[src/rtl/sum_loop_proc.sv]
`default_nettype none
// ============================================================================
// sum_loop_proc : micro-sequenced datapath summing 0..limit through a small RF.
// Optional macro SUM_LOOP_STEP_OUT_EN adds an OUT state reporting each partial sum.
// Revision: 1.0
// ============================================================================
module sum_loop_proc #(
    parameter int DATA_W   = 8,
    parameter int RF_DEPTH = 8
) (
    input  logic              clk,
    input  logic              reset,
    input  logic              start,
    input  logic [DATA_W-1:0] limit,
    output logic              busy,
    output logic              done,
    output logic [DATA_W-1:0] out_data,
    output logic              out_valid,
    output logic              overflow
);

    localparam int ADDR_W = (RF_DEPTH > 1) ? $clog2(RF_DEPTH) : 1;
    localparam logic [ADDR_W-1:0] C_R0 = ADDR_W'(0);
    localparam logic [ADDR_W-1:0] C_R1 = ADDR_W'(1);
    localparam logic [ADDR_W-1:0] C_R2 = ADDR_W'(2);
    localparam logic [ADDR_W-1:0] C_R3 = ADDR_W'(3);
    localparam logic [DATA_W-1:0] C_ONE = DATA_W'(1);

    typedef enum logic [3:0] {
        S_IDLE     = 4'd0,
        S_INIT_I   = 4'd1,
        S_INIT_SUM = 4'd2,
        S_INIT_ONE = 4'd3,
        S_CMP      = 4'd4,
        S_ADD      = 4'd5,
        S_INC      = 4'd6,
`ifdef SUM_LOOP_STEP_OUT_EN
        S_OUT      = 4'd7,
`endif
        S_DONE     = 4'd8
    } state_t;

    state_t              state_q;
    logic [DATA_W-1:0]   bound_q;
    logic                wrap_q;
    logic                busy_q;
    logic                done_q;
    logic [DATA_W-1:0]   out_data_q;
    logic                out_valid_q;
    logic                overflow_q;
    logic [DATA_W-1:0]   rf_q [RF_DEPTH];

    logic [ADDR_W-1:0]   w_ra1;
    logic [ADDR_W-1:0]   w_ra2;
    logic [ADDR_W-1:0]   w_wa;
    logic                w_we;
    logic                w_wr_one;
    logic [DATA_W-1:0]   w_rd1;
    logic [DATA_W-1:0]   w_rd2;
    logic [DATA_W:0]     w_add;
    logic [DATA_W-1:0]   w_wdata;
    logic                w_carry;

    // Per-state operand selection and write-back control for the shared adder
    always_comb begin
        w_ra1    = C_R0;
        w_ra2    = C_R0;
        w_wa     = C_R0;
        w_we     = 1'b0;
        w_wr_one = 1'b0;
        case (state_q)
            S_INIT_I:   begin w_wa = C_R1; w_we = 1'b1; end
            S_INIT_SUM: begin w_wa = C_R2; w_we = 1'b1; end
            S_INIT_ONE: begin w_wa = C_R3; w_we = 1'b1; w_wr_one = 1'b1; end
            S_CMP:      begin w_ra1 = C_R1; w_ra2 = C_R2; end
            S_ADD:      begin w_ra1 = C_R2; w_ra2 = C_R1; w_wa = C_R2; w_we = 1'b1; end
            S_INC:      begin w_ra1 = C_R1; w_ra2 = C_R3; w_wa = C_R1; w_we = 1'b1; end
`ifdef SUM_LOOP_STEP_OUT_EN
            S_OUT:      begin w_ra2 = C_R2; end
`endif
            default:    ;
        endcase
    end

    assign w_rd1   = (w_ra1 == C_R0) ? '0 : rf_q[w_ra1];
    assign w_rd2   = (w_ra2 == C_R0) ? '0 : rf_q[w_ra2];
    assign w_add   = {1'b0, w_rd1} + {1'b0, w_rd2};
    assign w_carry = w_add[DATA_W];
    assign w_wdata = w_wr_one ? C_ONE : w_add[DATA_W-1:0];

    always_ff @(posedge clk or posedge reset) begin
        if (reset) begin
            for (int k = 0; k < RF_DEPTH; k++) rf_q[k] <= '0;
        end else if (w_we && (w_wa != C_R0)) begin
            rf_q[w_wa] <= w_wdata;
        end
    end

    always_ff @(posedge clk or posedge reset) begin
        if (reset) begin
            state_q     <= S_IDLE;
            bound_q     <= '0;
            wrap_q      <= 1'b0;
            busy_q      <= 1'b0;
            done_q      <= 1'b0;
            out_data_q  <= '0;
            out_valid_q <= 1'b0;
            overflow_q  <= 1'b0;
        end else begin
            done_q      <= 1'b0;
            out_valid_q <= 1'b0;
            case (state_q)
                S_IDLE: begin
                    if (start) begin
                        bound_q    <= limit;
                        overflow_q <= 1'b0;
                        busy_q     <= 1'b1;
                        state_q    <= S_INIT_I;
                    end
                end
                S_INIT_I:   state_q <= S_INIT_SUM;
                S_INIT_SUM: state_q <= S_INIT_ONE;
                S_INIT_ONE: state_q <= S_CMP;
                S_CMP: begin
                    // wrap_q stops the loop once i has rolled past the all-ones bound
                    if ((w_rd1 <= bound_q) && !wrap_q) begin
                        state_q <= S_ADD;
                    end else begin
                        out_data_q  <= w_rd2;
                        out_valid_q <= 1'b1;
                        done_q      <= 1'b1;
                        state_q     <= S_DONE;
                    end
                end
                S_ADD: begin
                    if (w_carry) overflow_q <= 1'b1;
                    state_q <= S_INC;
                end
                S_INC: begin
                    if (w_carry) wrap_q <= 1'b1;
`ifdef SUM_LOOP_STEP_OUT_EN
                    state_q <= S_OUT;
`else
                    state_q <= S_CMP;
`endif
                end
`ifdef SUM_LOOP_STEP_OUT_EN
                S_OUT: begin
                    out_data_q  <= w_rd2;
                    out_valid_q <= 1'b1;
                    state_q     <= S_CMP;
                end
`endif
                S_DONE: begin
                    wrap_q  <= 1'b0;
                    busy_q  <= 1'b0;
                    state_q <= S_IDLE;
                end
                default: begin
                    busy_q  <= 1'b0;
                    state_q <= S_IDLE;
                end
            endcase
        end
    end

    assign busy      = busy_q;
    assign done      = done_q;
    assign out_data  = out_data_q;
    assign out_valid = out_valid_q;
    assign overflow  = overflow_q;

endmodule
`default_nettype wire

[config.mk]
export PLATFORM = sky130hd
export DESIGN_NAME = sum_loop_proc
export DESIGN_NICKNAME = d
export VERILOG_FILES = /design/src/rtl/sum_loop_proc.sv
export SDC_FILE = /design/constraint.sdc
export NUM_CORES = 1
export LEC_CHECK = 0
export BUFFER_PORTS_ARGS = -buffer_cell sky130_fd_sc_hd__buf_2
export CAP_MARGIN = 20
export CELL_PAD_IN_SITES_DETAIL_PLACEMENT = 0
export CELL_PAD_IN_SITES_GLOBAL_PLACEMENT = 1
export CORE_UTILIZATION = 34
export DETAILED_ROUTE_END_ITERATION = 7
export GPL_TIMING_DRIVEN = 0
export PLACE_DENSITY = 0.7
export SYNTH_ARGS = -nofsm -noshare
export SYNTH_HDL_FRONTEND = slang
export SYNTH_SLANG_ARGS = --single-unit
[constraint.sdc]
create_clock -name clk -period 5.74 [get_ports clk]
set_input_delay 0.574 -clock clk [delete_from_list [all_inputs] [get_ports clk]]
set_output_delay 0.574 -clock clk [all_outputs]
set_load 0.02 [all_outputs]
Word-level counts from Yosys, hierarchy flattened:

Index checks and enable logic that the tools add are counted.

* input port bits: 11
* output and inout bits: 12
* logic and storage cells: 85
* register bits after elaboration: 88

* order comparisons: 5
* equality and inequality tests: 10
* $add $sub $neg: 1
* bitwise logic cells: 5
* reduce and logical (&&, ||, !) cells: 21
* muxes and demuxes: 28

Operator list (count)
* $bwmux 64: 1
* $mux 8: 8
* $bmux 8 s3: 2
* $demux 8 s3: 1
* $pmux 4 s6: 1
* $eq 4x3->1 const B: 3
* $ge 4x4->1 const B: 3
* $not 3->4: 3
* $pmux 2 s3: 2
* $add 8x8->9: 1
* $eq 4x2->1 const B: 2
* $le 8x8->1: 1
* $mux 4: 2
* $reduce_and 2->1: 4
* $reduce_or 2->1: 4
* $mux 1: 7
* $logic_not 3->1: 2
* $ne 2x2->1 const B: 3
* $pmux 1 s2: 3
* $reduce_or 6->1: 1
* $reduce_or 5->1: 1
* $eq 4x1->1 const B: 1
* $eq 4x4->1 const B: 1
* $logic_not 4->1: 1
* 8 further kinds: 12

Logic depth before layout (Yosys ltp):

* word-level depth: 12
* gate-level depth with buffers: 15
* gate-level depth less buffers: 12

Worst setup path after synthesis:

Ideal clock, no wire load.

* path type: register to register
* start point: register state_q[0]
* end point: register out_data_q[0], in the netlist out_data[0]
* stages on the path, launching flop included: 13
* library setup time: 0.128 ns
* clock period less this slack: 3.092 ns
* data arrival time: 2.964 ns
* path buffers: 3
* data required time: 5.612 ns
* slack: 2.648 ns
* path through: dfrtp_1 -> buf_2 -> buf_1 -> mux2i_1 -> nor2_1 -> ha_1 -> and4_1 -> and2_1 -> a311oi_1 -> nand3_1 -> and3_1 -> buf_2 -> mux2_1

* longest elaborated chain between the ends: 12
* elaborated cells on any way between the ends: 22
* classes of those cells: order compare (1); eq/ne (3); mux (10); bitwise (3); reduce/logical (5)

Ends and longest elaborated chain
* start: declaration: line 43 `state_t state_q;`
* start signal: assignment: line 101 `state_q <= S_IDLE;`
* start signal: assignment: line 118 `state_q <= S_INIT_I;`
* start signal: assignment: line 121 `S_INIT_I: state_q <= S_INIT_SUM;`
* $eq 4x3->1 (on tied branches): line 71, 112
* $reduce_or 2->1 (no line)
* $pmux 2 s2: line 71 `case (state_q)`
* $not 3->4 (not written as such): line 85 `assign w_rd1 = (w_ra1 == C_R0) ? '0 : rf_q[w_ra1];`
* $bmux 8 s3: line 85
* $mux 8 (not written as such) (2 in a row): line 85
* $mux 8: line 85
* $le 8x8->1: line 126 `if ((w_rd1 <= bound_q) && !wrap_q) begin`
* $logic_and 1x1->1: line 126
* $not 1->1 (no line)
* $reduce_and 2->1 (no line)
* end signal: assignment: line 129 `out_data_q <= w_rd2;`
* end: declaration: line 48 `logic [DATA_W-1:0] out_data_q;`

Several ways; a longest one is shown, not always the timed one. The select of a mux whose other input is x is not followed.
A chain may end at the register's enable or synchronous reset.

Final worst setup path:

Same ends and word-level chain as after synthesis.

==> results.yml <==
setup_path:
  path_cells: "buf_2 -> buf_1 -> mux2i_1 -> nor2_1 -> ha_1 -> and4_1 -> and2_1 -> a311oi_1 -> nand3_1 -> and3_1 -> buf_2 -> mux2_1"
  path_max_fanout: 10
  cpMaxStageDelayCell: "buf_1"
  required_ns: 5.93
  startpoint_type: "register"
  cp_common_cell: "buf_2"
  cp_num_buf_inv: 3
  path_delay_family: "buffers and inverters"
  endpoint_kind: "register"
  crit_type: "register to register"
  crit_path_max_incr_delay_ns: 0.58
  critPathArrivalTime_ns: 3.98
  rrSetupSlack_ns: 1.94
sta:
  finalMaxSlewViolations: 0
  finClkSkew_ns: 0.01027
  setup_viol: 0
  fmax_ghz: 0.2634
  fin_crit_ns: 3.797
  hold_viol_final: 0
  rsz0062_at_grt: "false"
  layout_setup_ws_ns: 1.943
  max_slew.worst_pin.slew_ns: 0.7122
  finalCritPeriodShare_pct: 66.15
  relSlewSlack_pct: 52.52
  whs_ns: 0.2269
  setup-tns-final_ns: 0
routing:
  viasPerCell: 5.092
  wl_per_cell_microns: 15.64
  wirelength_microns: 6600
  drcViolationCount: 0
  ant_nets: 0
  firstDrtPassIters: 4
  drt-initial-drc-count: 84
  routed-via-count: 2149
pwr:
  pwr-share-seq_pct: 36.8
  p_sw_share_pct: 38.09
  p_switching_mw: 0.4490
  pwr-share-clk_pct: 23.4
  combinationalPowerShare_pct: 39.7
  cellLeakagePower_nw: 1.556
  ir_drop_uv: 122.0
  p_int_mw: 0.7299
  power_density_mw_per_mm2: 367.6
layout:
  final_cell_area_sq_mm: 0.003207
  nets: 345
  syn2layout_area_growth_pct: 13.81
  n_antenna_cell: 0
  layout_common_cells: "48 x dfrtp_1, 27 x buf_2, 27 x nor2_1, 25 x a21oi_1, 19 x nor2b_1"
  final_common_cell: "dfrtp_1"
  drive_gt1_share_pct: 18.44
  final_util_pct: 40.66
placement:
  placed_cell_area_sq_mm: 0.003075
  port-buffer-count: 22
  dp_hpwl_microns: 4951
  place_ws_ns: 1.968
  place_congestion: 0.8225
hold_path:
  hp-class: "input pin to asynchronous set/reset pin"
synth:
  async_flop_share_pct: 100.0
  synth_cells: 288
  synth_cell_types: 47
  synthesis.area_sq_mm: 0.002818
  synth_edf_count: 0
  ys.flop_type: "dfrtp_1"
  yosysSeqAreaShare_pct: 42.63
  syn-num-nets: 314
  syn_area_per_cell_sq_um: 9.784
  yosys_warnings: 0
  ys_ff_latch: 48
cts:
  post_cts_resized: 0
  cts_buffer_depth: 2
  clock_sinks: 48
  cts.reportedPaths.clkPinSlew_ns: 0.10
  cts_tree: "built"
  clock_latency_ns: 0.31
  ctsHoldBuffers: 0
  cts_buffers: 5
  cts_htree_levels: 2
  post_cts.repair.setup_buffers: 0
  clockRootBuffer: "clkbuf_8"
status:
  outcome: "finished clean"
grt:
  track_usage_pct: 16.70
  grt_pass1_wl_microns: 10960
  grt_max_degree: 34
  overflow: 0
  antenna_found_initial: 0
  first_global_vias: 2096
floorplanning:
  rows: 32
  die_y_microns: 93.04
  start_util_pct: 35.72
  num_io_pins: 23
  die_w_microns: 93.04
  die_area_sq_mm: 0.008656
  core_area_sq_mm: 0.007888
flow_run:
  maxCapViolCount: 0
[worst reg2reg max path, cell delays in order (launching register included)]
cell,delay [ns]
dfrtp_1,0.50
buf_2,0.28
buf_1,0.58
mux2i_1,0.29
nor2_1,0.11
ha_1,0.31
and4_1,0.22
and2_1,0.18
a311oi_1,0.26
nand3_1,0.18
and3_1,0.22
buf_2,0.21
mux2_1,0.35
[layout make-up]
class	count	area (sq um)
fill	789	4681
multi-input combinational	212	1501
sequential	48	1201
timing repair buffer	24	135.1
tap	102	127.6
clock buffer	7	96.34
buffer	18	77.57
inverter	10	37.54
clock inverter	1	30.03
[final timing paths]
path                                        start                      end  depth (start not counted)
max                        state_q[0]$_DFFE_PP0P_  out_data[0]$_DFFE_PP0P_                         12
min                                         reset  out_data[2]$_DFFE_PP0P_                          2
max reg2reg                state_q[0]$_DFFE_PP0P_  out_data[0]$_DFFE_PP0P_                         12
min reg2reg                  rf_q[43]$_DFFE_PP0P_     rf_q[43]$_DFFE_PP0P_                          2
max in group asynchronous                   reset     rf_q[54]$_DFFE_PP0P_                          3
min in group clk             rf_q[43]$_DFFE_PP0P_     rf_q[43]$_DFFE_PP0P_                          2
[kinds of logic (layout without fill, tap and decap cells)]
logic type	after synthesis	after routing	share of synthesized area [%]
AND/OR/NAND/NOR	101	101	19.54
adder cells (fa/ha/maj)	16	16	7.327
buffers and inverters	28	60	4.085
AO/OA/AOI/OAI	58	58	12.70
multiplexers	29	29	11.23
XOR/XNOR	8	8	2.487
flip-flops	48	48	42.63
[per-layer routing]
metal  track usage [%]  wire [microns]  part of all wire, %
met3             2.683             155                  2.3
met4             4.872              74                  1.1
met1             24.13            3329                   50
met2             25.67            3040                   46
met5                 0               0                    0
[cell usage after synthesis, types with 2 or more instances]
library cell,instances,area [sq um]
clkbuf_1,11,41.29
xnor2_1,5,43.79
a211oi_1,5,37.54
inv_1,10,37.54
nor3_1,2,10.01
nor2b_1,19,118.9
nand2b_1,6,37.54
o21ai_0,13,65.06
xor2_1,3,26.28
nand3_1,6,30.03
and3_1,2,12.51
and2b_1,2,15.01
dfrtp_1,48,1201
nor2_1,27,101.4
nand2_1,16,60.06
a32o_1,2,20.02
buf_2,5,25.02
ha_1,14,175.2
a21o_1,3,22.52
nand4_1,2,12.51
mux2_1,7,78.83
nor4b_1,2,17.52
and2_1,2,12.51
nor3b_1,5,37.54
mux2_2,14,157.7
mux2i_1,8,80.08
or4b_1,2,20.02
or2_2,3,18.77
and3b_1,2,17.52
a21oi_1,25,125.1
[power by group through the flow]
stage | combinational, mW | sequential (mW) | clock, mW
6_report | 0.469 | 0.434 | 0.276
5_1_grt | 0.523 | 0.443 | 0.298
4_1_cts | 0.470 | 0.434 | 0.281
3_5_place_dp | 0.468 | 0.441 | 0
3_3_place_gp | 0.457 | 0.439 | 0
2_1_floorplan | 0.340 | 0.438 | 0
[registers in the layout (all words and copies together) (netlist names)]
register and flops:
overflow 1, state_q 4, out_valid 1, rf_q 24, out_data 8, busy 1, bound_q 8, wrap_q 1
[through the flow]
step / power (mW) / instances
2_1_floorplan: 0.7782 / 288
3_3_place_gp: 0.8964 / 412
3_5_place_dp: 0.9091 / 413
4_1_cts: 1.186 / 421
5_1_grt: 1.264 / 422
6_report: 1.179 / 422
No activity file was read; power rests on OpenSTA's default activity.
